### config.mk
export PLATFORM = sky130hd
export DESIGN_NAME = spike_out_arbiter_flat
export DESIGN_NICKNAME = d
export VERILOG_FILES = /design/src/rtl/spike_out_arbiter_if.sv /design/src/rtl/spike_out_arbiter.sv /design/src/flat_wrapper.sv
export SDC_FILE = /design/constraint.sdc
export NUM_CORES = 1
export LEC_CHECK = 0
export BUFFER_PORTS_ARGS = -buffer_cell sky130_fd_sc_hd__buf_2
export CORE_MARGIN = 2
export CORE_UTILIZATION = 44
export DETAILED_ROUTE_END_ITERATION = 10
export GPL_ROUTABILITY_DRIVEN = 0
export MAX_ROUTING_LAYER = met4
export PLACE_DENSITY = 0.81
export SYNTH_ARGS = -nofsm -noshare
export SYNTH_HDL_FRONTEND = slang
export SYNTH_SLANG_ARGS = --single-unit
### constraint.sdc
create_clock -name wb_clk_i -period 4.25 [get_ports wb_clk_i]
set_clock_uncertainty 0.2 [all_clocks]
set_input_delay 1.0625 -clock wb_clk_i [delete_from_list [all_inputs] [get_ports wb_clk_i]]
set_output_delay 1.0625 -clock wb_clk_i [all_outputs]
set_load 0.01 [all_outputs]
### src/rtl/spike_out_arbiter_if.sv
// Requester-side bus of the spike-out arbiter: per-requester request lines,
// packed spike vectors and a one-hot grant.
//
// Handshake: req_i[k] is a valid flag for slice k of spike_data_i, and gnt_o[k]
// is its ready. A transfer happens on every rising clock edge where
// req_i[k] & gnt_o[k] is 1. The grant is combinational, so the handshake has
// zero latency. A requester keeps req_i[k] and its data stable until it sees a
// grant. In the cycle after the grant it either drops req_i[k] or presents its
// next vector.
interface spike_out_arbiter_if #(
  parameter int NUM_REQ = 4,
  parameter int DATA_W  = 32
);
  logic [NUM_REQ-1:0]        req_i;
  logic [NUM_REQ*DATA_W-1:0] spike_data_i;
  logic [NUM_REQ-1:0]        gnt_o;

  // Requester side drives requests and data, and observes grants.
  modport master (
    output req_i,
    output spike_data_i,
    input  gnt_o
  );

  // Arbiter side observes requests and data, and drives grants.
  modport slave (
    input  req_i,
    input  spike_data_i,
    output gnt_o
  );
endinterface

### src/rtl/spike_out_arbiter.sv
// Spike-out arbiter.
// This block shares the external write port of the single-word spike-out
// register among NUM_REQ neuron cores. During a timestep it collects spike
// vectors through round-robin req/gnt and OR-merges them into an accumulator.
// After the step closes it drains any late requests. It then commits the merged
// word, but never while a Wishbone access to the register is in flight.
// dbg_state_o exposes the FSM state: 0=IDLE, 1=ACCUM, 2=DRAIN, 3=COMMIT.
module spike_out_arbiter #(
  parameter int NUM_REQ = 4,
  parameter int DATA_W  = 32,
  parameter int CNT_W   = 16
) (
  input  logic                 wb_clk_i,
  input  logic                 wb_rst_ni,
  spike_out_arbiter_if.slave   req_bus,
  input  logic                 step_start_i,
  input  logic                 step_end_i,
  input  logic                 bus_busy_i,
  output logic [DATA_W-1:0]    spike_data_o,
  output logic                 spike_write_en_o,
  output logic                 commit_done_o,
  output logic                 busy_o,
  output logic                 overrun_o,
  output logic [CNT_W-1:0]     step_cnt_o,
  output logic [1:0]           dbg_state_o
);

  localparam int PTR_W = (NUM_REQ > 1) ? $clog2(NUM_REQ) : 1;

  typedef enum logic [1:0] {
    S_IDLE   = 2'd0,
    S_ACCUM  = 2'd1,
    S_DRAIN  = 2'd2,
    S_COMMIT = 2'd3
  } state_t;

  state_t             r_state;
  state_t             w_state_nxt;
  logic [PTR_W-1:0]   r_ptr;
  logic [PTR_W-1:0]   w_ptr_nxt;
  logic [PTR_W-1:0]   w_gnt_idx;
  logic               w_gnt_any;
  logic               w_arb_en;
  logic               w_clr_acc;
  logic               w_commit;
  logic               w_overrun_set;
  logic [NUM_REQ-1:0] w_gnt;
  logic [DATA_W-1:0]  w_gnt_data;
  logic [DATA_W-1:0]  r_acc;
  logic               r_commit_done;
  logic               r_overrun;
  logic [CNT_W-1:0]   r_step_cnt;

  // Wraps (base + off) into 0..NUM_REQ-1. off is always below NUM_REQ, so one
  // subtraction is enough.
  function automatic logic [PTR_W-1:0] rr_index(input logic [PTR_W-1:0] base,
                                                input int off);
    int s;
    s = int'(base) + off;
    if (s >= NUM_REQ) s = s - NUM_REQ;
    return PTR_W'(s);
  endfunction

  // Grants are only handed out while the step is open or draining.
  assign w_arb_en = (r_state == S_ACCUM) || (r_state == S_DRAIN);

  // Round-robin search: the first active request at or after the pointer wins.
  always_comb begin
    w_gnt_any = 1'b0;
    w_gnt_idx = '0;
    if (w_arb_en) begin
      for (int i = 0; i < NUM_REQ; i++) begin
        if (!w_gnt_any && req_bus.req_i[rr_index(r_ptr, i)]) begin
          w_gnt_any = 1'b1;
          w_gnt_idx = rr_index(r_ptr, i);
        end
      end
    end
  end

  // Convert the winning index into the one-hot grant.
  always_comb begin
    w_gnt = '0;
    if (w_gnt_any) w_gnt[w_gnt_idx] = 1'b1;
  end

  assign req_bus.gnt_o = w_gnt;
  assign w_gnt_data    = req_bus.spike_data_i[int'(w_gnt_idx) * DATA_W +: DATA_W];
  assign w_ptr_nxt     = (w_gnt_idx == PTR_W'(NUM_REQ - 1)) ? '0 : w_gnt_idx + 1'b1;

  // Next-state and step-control decode. A step_start seen outside IDLE only
  // flags an overrun.
  always_comb begin
    w_state_nxt   = r_state;
    w_clr_acc     = 1'b0;
    w_commit      = 1'b0;
    w_overrun_set = 1'b0;
    case (r_state)
      S_IDLE: begin
        if (step_start_i) begin
          w_state_nxt = S_ACCUM;
          w_clr_acc   = 1'b1;
        end
      end
      S_ACCUM: begin
        w_overrun_set = step_start_i;
        if (step_end_i) w_state_nxt = S_DRAIN;
      end
      S_DRAIN: begin
        w_overrun_set = step_start_i;
        if (req_bus.req_i == '0) w_state_nxt = S_COMMIT;
      end
      S_COMMIT: begin
        w_overrun_set = step_start_i;
        if (!bus_busy_i) begin
          w_commit    = 1'b1;
          w_state_nxt = S_IDLE;
        end
      end
      default: w_state_nxt = S_IDLE;
    endcase
  end

  // FSM state register.
  always_ff @(posedge wb_clk_i or negedge wb_rst_ni) begin
    if (!wb_rst_ni) r_state <= S_IDLE;
    else            r_state <= w_state_nxt;
  end

  // The round-robin pointer moves just past each granted requester.
  always_ff @(posedge wb_clk_i or negedge wb_rst_ni) begin
    if (!wb_rst_ni)     r_ptr <= '0;
    else if (w_gnt_any) r_ptr <= w_ptr_nxt;
  end

  // Accumulator: cleared when a step opens, OR-merged on every transfer.
  always_ff @(posedge wb_clk_i or negedge wb_rst_ni) begin
    if (!wb_rst_ni)     r_acc <= '0;
    else if (w_clr_acc) r_acc <= '0;
    else if (w_gnt_any) r_acc <= r_acc | w_gnt_data;
  end

  // Commit status: done pulse, sticky overrun and the step counter (wraps).
  always_ff @(posedge wb_clk_i or negedge wb_rst_ni) begin
    if (!wb_rst_ni) begin
      r_commit_done <= 1'b0;
      r_overrun     <= 1'b0;
      r_step_cnt    <= '0;
    end else begin
      r_commit_done <= w_commit;
      if (w_overrun_set) r_overrun  <= 1'b1;
      if (w_commit)      r_step_cnt <= r_step_cnt + 1'b1;
    end
  end

  // The write enable is combinational so that it drops in the same cycle bus_busy_i rises.
  assign spike_write_en_o = w_commit;
  assign spike_data_o     = r_acc;
  assign commit_done_o    = r_commit_done;
  assign busy_o           = (r_state != S_IDLE);
  assign overrun_o        = r_overrun;
  assign step_cnt_o       = r_step_cnt;
  assign dbg_state_o      = r_state;

endmodule
### src/flat_wrapper.sv
// flat-port wrapper written by rule: the top's interface ports become plain ports
module spike_out_arbiter_flat 
#(
  parameter int NUM_REQ = 4,
  parameter int DATA_W  = 32,
  parameter int CNT_W   = 16
)
  (wb_clk_i, wb_rst_ni, step_start_i, step_end_i, bus_busy_i, spike_data_o, spike_write_en_o, commit_done_o, busy_o, overrun_o, step_cnt_o, dbg_state_o, req_bus_req_i, req_bus_spike_data_i, req_bus_gnt_o);
  spike_out_arbiter_if #(.NUM_REQ(NUM_REQ), .DATA_W(DATA_W)) req_bus_i ();
  input  logic wb_clk_i;
  input  logic wb_rst_ni;
  input  logic step_start_i;
  input  logic step_end_i;
  input  logic bus_busy_i;
  output logic [DATA_W-1:0] spike_data_o;
  output logic spike_write_en_o;
  output logic commit_done_o;
  output logic busy_o;
  output logic overrun_o;
  output logic [CNT_W-1:0] step_cnt_o;
  output logic [1:0] dbg_state_o;
  input wire logic [$bits(req_bus_i.req_i)-1:0] req_bus_req_i;
  input wire logic [$bits(req_bus_i.spike_data_i)-1:0] req_bus_spike_data_i;
  output wire logic [$bits(req_bus_i.gnt_o)-1:0] req_bus_gnt_o;
  assign req_bus_i.req_i = req_bus_req_i;
  assign req_bus_i.spike_data_i = req_bus_spike_data_i;
  assign req_bus_gnt_o = req_bus_i.gnt_o;
  spike_out_arbiter #(.NUM_REQ(NUM_REQ), .DATA_W(DATA_W), .CNT_W(CNT_W)) u_core (.wb_clk_i(wb_clk_i), .wb_rst_ni(wb_rst_ni), .req_bus(req_bus_i), .step_start_i(step_start_i), .step_end_i(step_end_i), .bus_busy_i(bus_busy_i), .spike_data_o(spike_data_o), .spike_write_en_o(spike_write_en_o), .commit_done_o(commit_done_o), .busy_o(busy_o), .overrun_o(overrun_o), .step_cnt_o(step_cnt_o), .dbg_state_o(dbg_state_o));
endmodule
==> impl_metrics.env, run 1 <==
export IMPL_grt_first_pass_wirelength_um=14500
export IMPL_placedCellCount=571
export IMPL_cp_end_kind="output pin"
export IMPL_rsz0062_at_grt="false"
export IMPL_max_stage_delay_ns=0.36
export IMPL_synth_cell_types=38
export IMPL_relSlewSlack=0.559
export IMPL_core_area_mm2=0.00721
export IMPL_vias=3064
export IMPL_cts_root_buf="clkbuf_8"
export IMPL_status="completed"
export IMPL_grt_overflow=0
export IMPL_max_freq_mhz=265
export IMPL_cts_hold_buf=0
export IMPL_p_per_area_mw_per_mm2=664
export IMPL_crit_path_start_kind="input pin"
export IMPL_grt_pass1_vias=3183
export IMPL_post_place_ws_ns=0.457
export IMPL_area_growth_pct=33.5
export IMPL_wl_um=8840
export IMPL_final_nets=626
export IMPL_synth_edff_count=0
export IMPL_yosysSeqAreaShare=0.416
export IMPL_min_period_ns=3.78
export IMPL_whs_ns=0.284
export IMPL_cp_arrival_ns=2.51
export IMPL_period_share=0.889
export IMPL_power_leakage_nw=2.22
export IMPL_ys_warn_count=0
export IMPL_vdd_drop_max_mv=0.405
export IMPL_path_cells="buf_2 -> o41a_4 -> o21ai_2 -> a311oi_4 -> inv_1 -> ha_1 -> and2_2 -> buf_2"
export IMPL_grt_max_degree=40
export IMPL_post_dp_cell_area_mm2=0.00424
export IMPL_slew_viol_final=0
export IMPL_dp_hpwl_um=7010
export IMPL_clkLatencyLatePin_ns=0.31
export IMPL_cap_violations=0
export IMPL_setup_tns_ns=0
export IMPL_die_x_um=89.9
export IMPL_design_power_total_mw=2.88
export IMPL_drt_first_pass_iters=4
export IMPL_avgSynthCellArea_um2=11.2
export IMPL_hold_viol_final=0
export IMPL_setup_violations=0
export IMPL_layout_drive_gt1_share=0.460
export IMPL_synthFlopType="dfrtp_1"
export IMPL_h_tree_depth=2
export IMPL_start_util=0.450
export IMPL_cts_resized=0
export IMPL_hold_path_class="register to register"
export IMPL_wl_per_cell_um=15.3
export IMPL_drcViolationCount=0
export IMPL_final_core_util=0.601
export IMPL_netlist_area_mm2=0.00325
export IMPL_fp_row_count=31
export IMPL_cp_slowest_cell="a311oi_4"
export IMPL_layout_common_cells="buf_2 (194), mux2i_1 (65), dfrtp_1 (54), nand2_1 (41), o221ai_1 (32)"
export IMPL_synth_cells=291
export IMPL_worstMarginPinSlew_ns=0.660
export IMPL_cts_made_buffers=5
export IMPL_clockBufferDepth=2
export IMPL_dieArea_mm2=0.00809
export IMPL_critical_path_class="input pin to output pin"
export IMPL_async_reset_ff_frac=1.00
export IMPL_portBuffers=194
export IMPL_cts_sinks=54
export IMPL_n_antenna_cell=0
export IMPL_final_common_cell="buf_2"
export IMPL_synth_fp_nets=438
export IMPL_die_y_um=89.9
export IMPL_vias_per_cell=5.29
export IMPL_drt_iter0_markers=104
export IMPL_postCtsSetupRepairBufs=0
export IMPL_worst_slack_ns=0.473
export IMPL_layoutNonFillerInstCount=579
export IMPL_final_cell_area_mm2=0.00434
export IMPL_ioPinCount=195
export IMPL_grt_usage=0.222
export IMPL_antenna_found_initial=0
export IMPL_ant_nets=0
export IMPL_crit_required_ns=2.99
export IMPL_cts_tree="yes"
export IMPL_cp_common_cell="buf_2"
export IMPL_path_clk_slew_ns=0.10
export IMPL_ys_ff_latch=54
export IMPL_cp_max_fo=9
==> cell families (layout without fill, tap and decap cells) <==
kind of cell    count (synthesis)  after routing  synth area share
flops                          54             54             0.416
fa+ha+maj                      10             10            0.0385
compound gates                 45             45             0.126
mux                            68             68             0.211
simple gates                   72             72             0.110
xor+xnor                       15             15            0.0404
buf+inv                        27            216            0.0581
==> path summary, 6_finish.rpt <==
kind,slack [ns],cells past startpoint,to,start
max,0.47,8,req_bus_gnt_o[2],req_bus_req_i[0]
min in group asynchronous,0.51,1,u_core.spike_data_o[26],wb_rst_ni
min,0.28,1,u_core.overrun_o,u_core.overrun_o
max reg2reg,1.31,8,u_core.spike_data_o[18],u_core.dbg_state_o[0]
min reg2reg,0.28,1,u_core.overrun_o,u_core.overrun_o
max in group asynchronous,2.51,2,u_core.step_cnt_o[6],wb_rst_ni
==> critical path: cells and delay by family <==
family	cells	cell delay, ns
simple gates	1	0.15
buf+inv	3	0.42
fa+ha+maj	1	0.20
compound gates	3	0.67
==> registers in the layout, indices dropped and copies added, names as in the netlist <==
name                  cells
u_core.commit_done_o      1
u_core.dbg_state_o        2
u_core.overrun_o          1
u_core.r_ptr              2
u_core.spike_data_o      32
u_core.step_cnt_o        16
==> layer usage <==
layer | up-vias | wire [um] | global-route usage
met5 | - | 0 | -
met4 | 0 | 53 | 0.0321
met3 | 5 | 425 | 0.0360
met2 | 109 | 4750 | 0.416
met1 | 1496 | 3610 | 0.256
li1 | 1454 | - | -
==> area by class of cell <==
type	instances	area, um^2
Sequential cell	54	1350
Clock buffer	5	68.8
Fill cell	657	2880
Inverter	8	30.0
Timing Repair Buffer	200	1030
Clock inverter	3	25.0
Tap cell	99	124
Multi-Input combinational cell	210	1710
==> where the power goes <==
part	total (mW)	switching, mW	internal, mW
Combinational	1.74	0.960	0.782
Clock	0.300	0.181	0.119
Sequential	0.839	0.127	0.712
==> synthesized netlist by cell type (2+ instances only) <==
library cell,instances,area [um^2]
dfrtp_1,54,1350
and4_1,4,35.0
nand4_1,3,18.8
mux2i_1,65,651
ha_1,10,125
xnor2_1,11,96.3
nand2_1,41,154
xor2_1,4,35.0
and2_2,4,30.0
buf_12,4,80.1
mux2_2,3,33.8
o221ai_1,32,280
nand3_1,5,25.0
inv_1,7,26.3
a21oi_1,3,15.0
clkbuf_4,3,22.5
clkbuf_1,10,37.5
o21bai_1,2,15.0
and4bb_2,2,25.0
nor2b_1,2,12.5
nor2_1,5,18.8
(Power assumes the default switching activity.)
==> run 2, diff against run 1 <==
==> constraint.sdc (replaced) <==
create_clock -name wb_clk_i -period 3.6 [get_ports wb_clk_i]
set_clock_uncertainty 0.2 [all_clocks]
set_input_delay 0.9 -clock wb_clk_i [delete_from_list [all_inputs] [get_ports wb_clk_i]]
set_output_delay 0.9 -clock wb_clk_i [all_outputs]
set_load 0.01 [all_outputs]
==> run 2 against run 1 <==
  * Sequential power grew 18%
  * Core utilization grew 0.61 points
  * Die area is the same
  * Wire length shrank 0.86%
  * Global-route usage shrank 0.060 points
  * First-iteration DRC count shrank 23%
  * Hold slack lost 0.0022 ns
  * Via count shrank 1.5%
  * Cell count grew 0.86%
  * Combinational power grew 20%
  * Sequential cell count is the same
  * Register-to-register slack lost 0.55 ns
  * Critical endpoint is now req_bus_gnt_o[3]
==> impl_metrics.env, run 2 (synthesized netlist as in run 1, its figures left out) <==
export IMPL_power_leakage_nw=2.25
export IMPL_vdd_drop_max_mv=0.497
export IMPL_cts_hold_buf=0
export IMPL_layout_drive_gt1_share=0.466
export IMPL_grt_pass1_vias=3087
export IMPL_wl_um=8760
export IMPL_ioPinCount=195
export IMPL_slew_viol_final=0
export IMPL_reg2reg_slack_ns=0.76
export IMPL_worst_slack_ns=0.0721
export IMPL_fp_row_count=31
export IMPL_drt_first_pass_iters=4
export IMPL_critical_path_class="input pin to output pin"
export IMPL_cts_sinks=54
export IMPL_start_util=0.450
export IMPL_grt_util_met2=0.393
export IMPL_final_core_util=0.607
export IMPL_layout_common_cells="buf_2 (194), mux2i_1 (65), dfrtp_1 (54), nand2_1 (41), o221ai_1 (32)"
export IMPL_largest_reg_flops=32
export IMPL_vias_per_cell=5.17
export IMPL_path_clk_slew_ns=0.11
export IMPL_clkLatencyLatePin_ns=0.31
export IMPL_grt_overflow=0
export IMPL_hold_start="u_core.overrun_o"
export IMPL_final_nets=631
export IMPL_dieArea_mm2=0.00809
export IMPL_vias=3019
export IMPL_n_antenna_cell=0
export IMPL_ant_nets=0
export IMPL_whs_ns=0.281
export IMPL_grt_first_pass_wirelength_um=14400
export IMPL_use_met3=0.0503
export IMPL_use_met1=0.258
export IMPL_busiest_layer="met2"
export IMPL_wl_per_cell_um=15.0
export IMPL_setup_tns_ns=0
export IMPL_dp_hpwl_um=6860
export IMPL_cts_resized=0
export IMPL_clockBufferDepth=2
export IMPL_hold_path_end="u_core.overrun_o"
export IMPL_die_y_um=89.9
export IMPL_portBuffers=194
export IMPL_cp_end_kind="output pin"
export IMPL_reg2regPathDepth=8
export IMPL_crit_path_start_kind="input pin"
export IMPL_grt_usage=0.221
export IMPL_hold_path_depth=1
export IMPL_period_share=0.980
export IMPL_final_common_cell="buf_2"
export IMPL_rr_endpoint="u_core.spike_data_o[18]"
export IMPL_cap_violations=0
export IMPL_min_period_ns=3.53
export IMPL_post_place_ws_ns=0.113
export IMPL_h_tree_depth=2
export IMPL_grt_max_degree=40
export IMPL_cp_arrival_ns=2.43
export IMPL_drcViolationCount=0
export IMPL_cts_tree="yes"
export IMPL_drt_iter0_markers=80
export IMPL_status="completed"
export IMPL_p_per_area_mw_per_mm2=797
export IMPL_relSlewSlack=0.519
export IMPL_crit_required_ns=2.50
export IMPL_area_growth_pct=34.8
export IMPL_die_x_um=89.9
export IMPL_cts_made_buffers=5
export IMPL_core_area_mm2=0.00721
export IMPL_cts_root_buf="clkbuf_8"
export IMPL_hold_viol_final=0
export IMPL_cp_max_fo=9
export IMPL_hold_path_class="register to register"
export IMPL_max_freq_mhz=283
export IMPL_antenna_found_initial=0
export IMPL_worstReg2RegStart="u_core.dbg_state_o[0]"
export IMPL_worstMarginPinSlew_ns=0.722
export IMPL_setup_violations=0
run 2: changes by cell type in the layout (fill, tap and decap cells not counted):
cell        before  now
buf_4            5   11
clkinvlp_4       1    0
clkinv_2         0    1
clkinv_4         1    0
buf_12           1    0
bufinv_16        0    1
run 2: metrics by stage:
step           instance area (um^2)  power, mW  cells
3_5_place_dp                   4250       3.09    573
4_1_cts                        4360       3.51    581
5_1_grt                        4380       3.78    584
2_1_floorplan                  3250       2.57    291
6_report                       4380       3.49    584
3_3_place_gp                   4250       2.99    573
run 2: cell type report:
type / count / area (um^2)
clock inverter: 3 / 43.8
tap: 99 / 124
fill: 635 / 2830
clock buffer: 5 / 68.8
inverter: 8 / 30.0
sequential: 54 / 1350
timing repair buffer: 205 / 1050
multi-input combinational: 210 / 1710
run 2: critical path, stage by stage:
cell and delay [ns]:
buf_2 0.16, o41a_4 0.55, o21ai_2 0.10, a311oi_4 0.06, buf_4 0.16, ha_1 0.19
and2_2 0.16, buf_2 0.13
run 2: worst max-delay path by stage:
stage | startpoint | to | depth (start not counted)
3_3_place_gp | req_bus_req_i[0] | req_bus_gnt_o[2] | 8
6_report | req_bus_req_i[0] | req_bus_gnt_o[3] | 8
3_5_place_dp | req_bus_req_i[0] | req_bus_gnt_o[2] | 8
2_1_floorplan | req_bus_req_i[0] | req_bus_gnt_o[1] | 8
5_1_grt | u_core.dbg_state_o[0] | req_bus_gnt_o[2] | 9
4_1_cts | u_core.dbg_state_o[0] | req_bus_gnt_o[2] | 9
run 2: routing by layer:
layer | part of all wire | wire (um)
met4 | 0.0092 | 81
met1 | 0.40 | 3540
met5 | 0 | 0
met2 | 0.53 | 4640
met3 | 0.057 | 498
run 2: repair_timing:
action | CTS | global route
setup buffers | 0 | 3
setup endpoints to repair | 0 | 2
endpoints found under the hold margin | 0 | 0
run 2: where the power goes:
| part | leakage (nW) | switching (mW) | internal (mW) |
|---|---|---|---|
| Sequential | 0.630 | 0.149 | 0.840 |
| Clock | 0.0585 | 0.205 | 0.209 |
| Combinational | 1.56 | 1.13 | 0.956 |
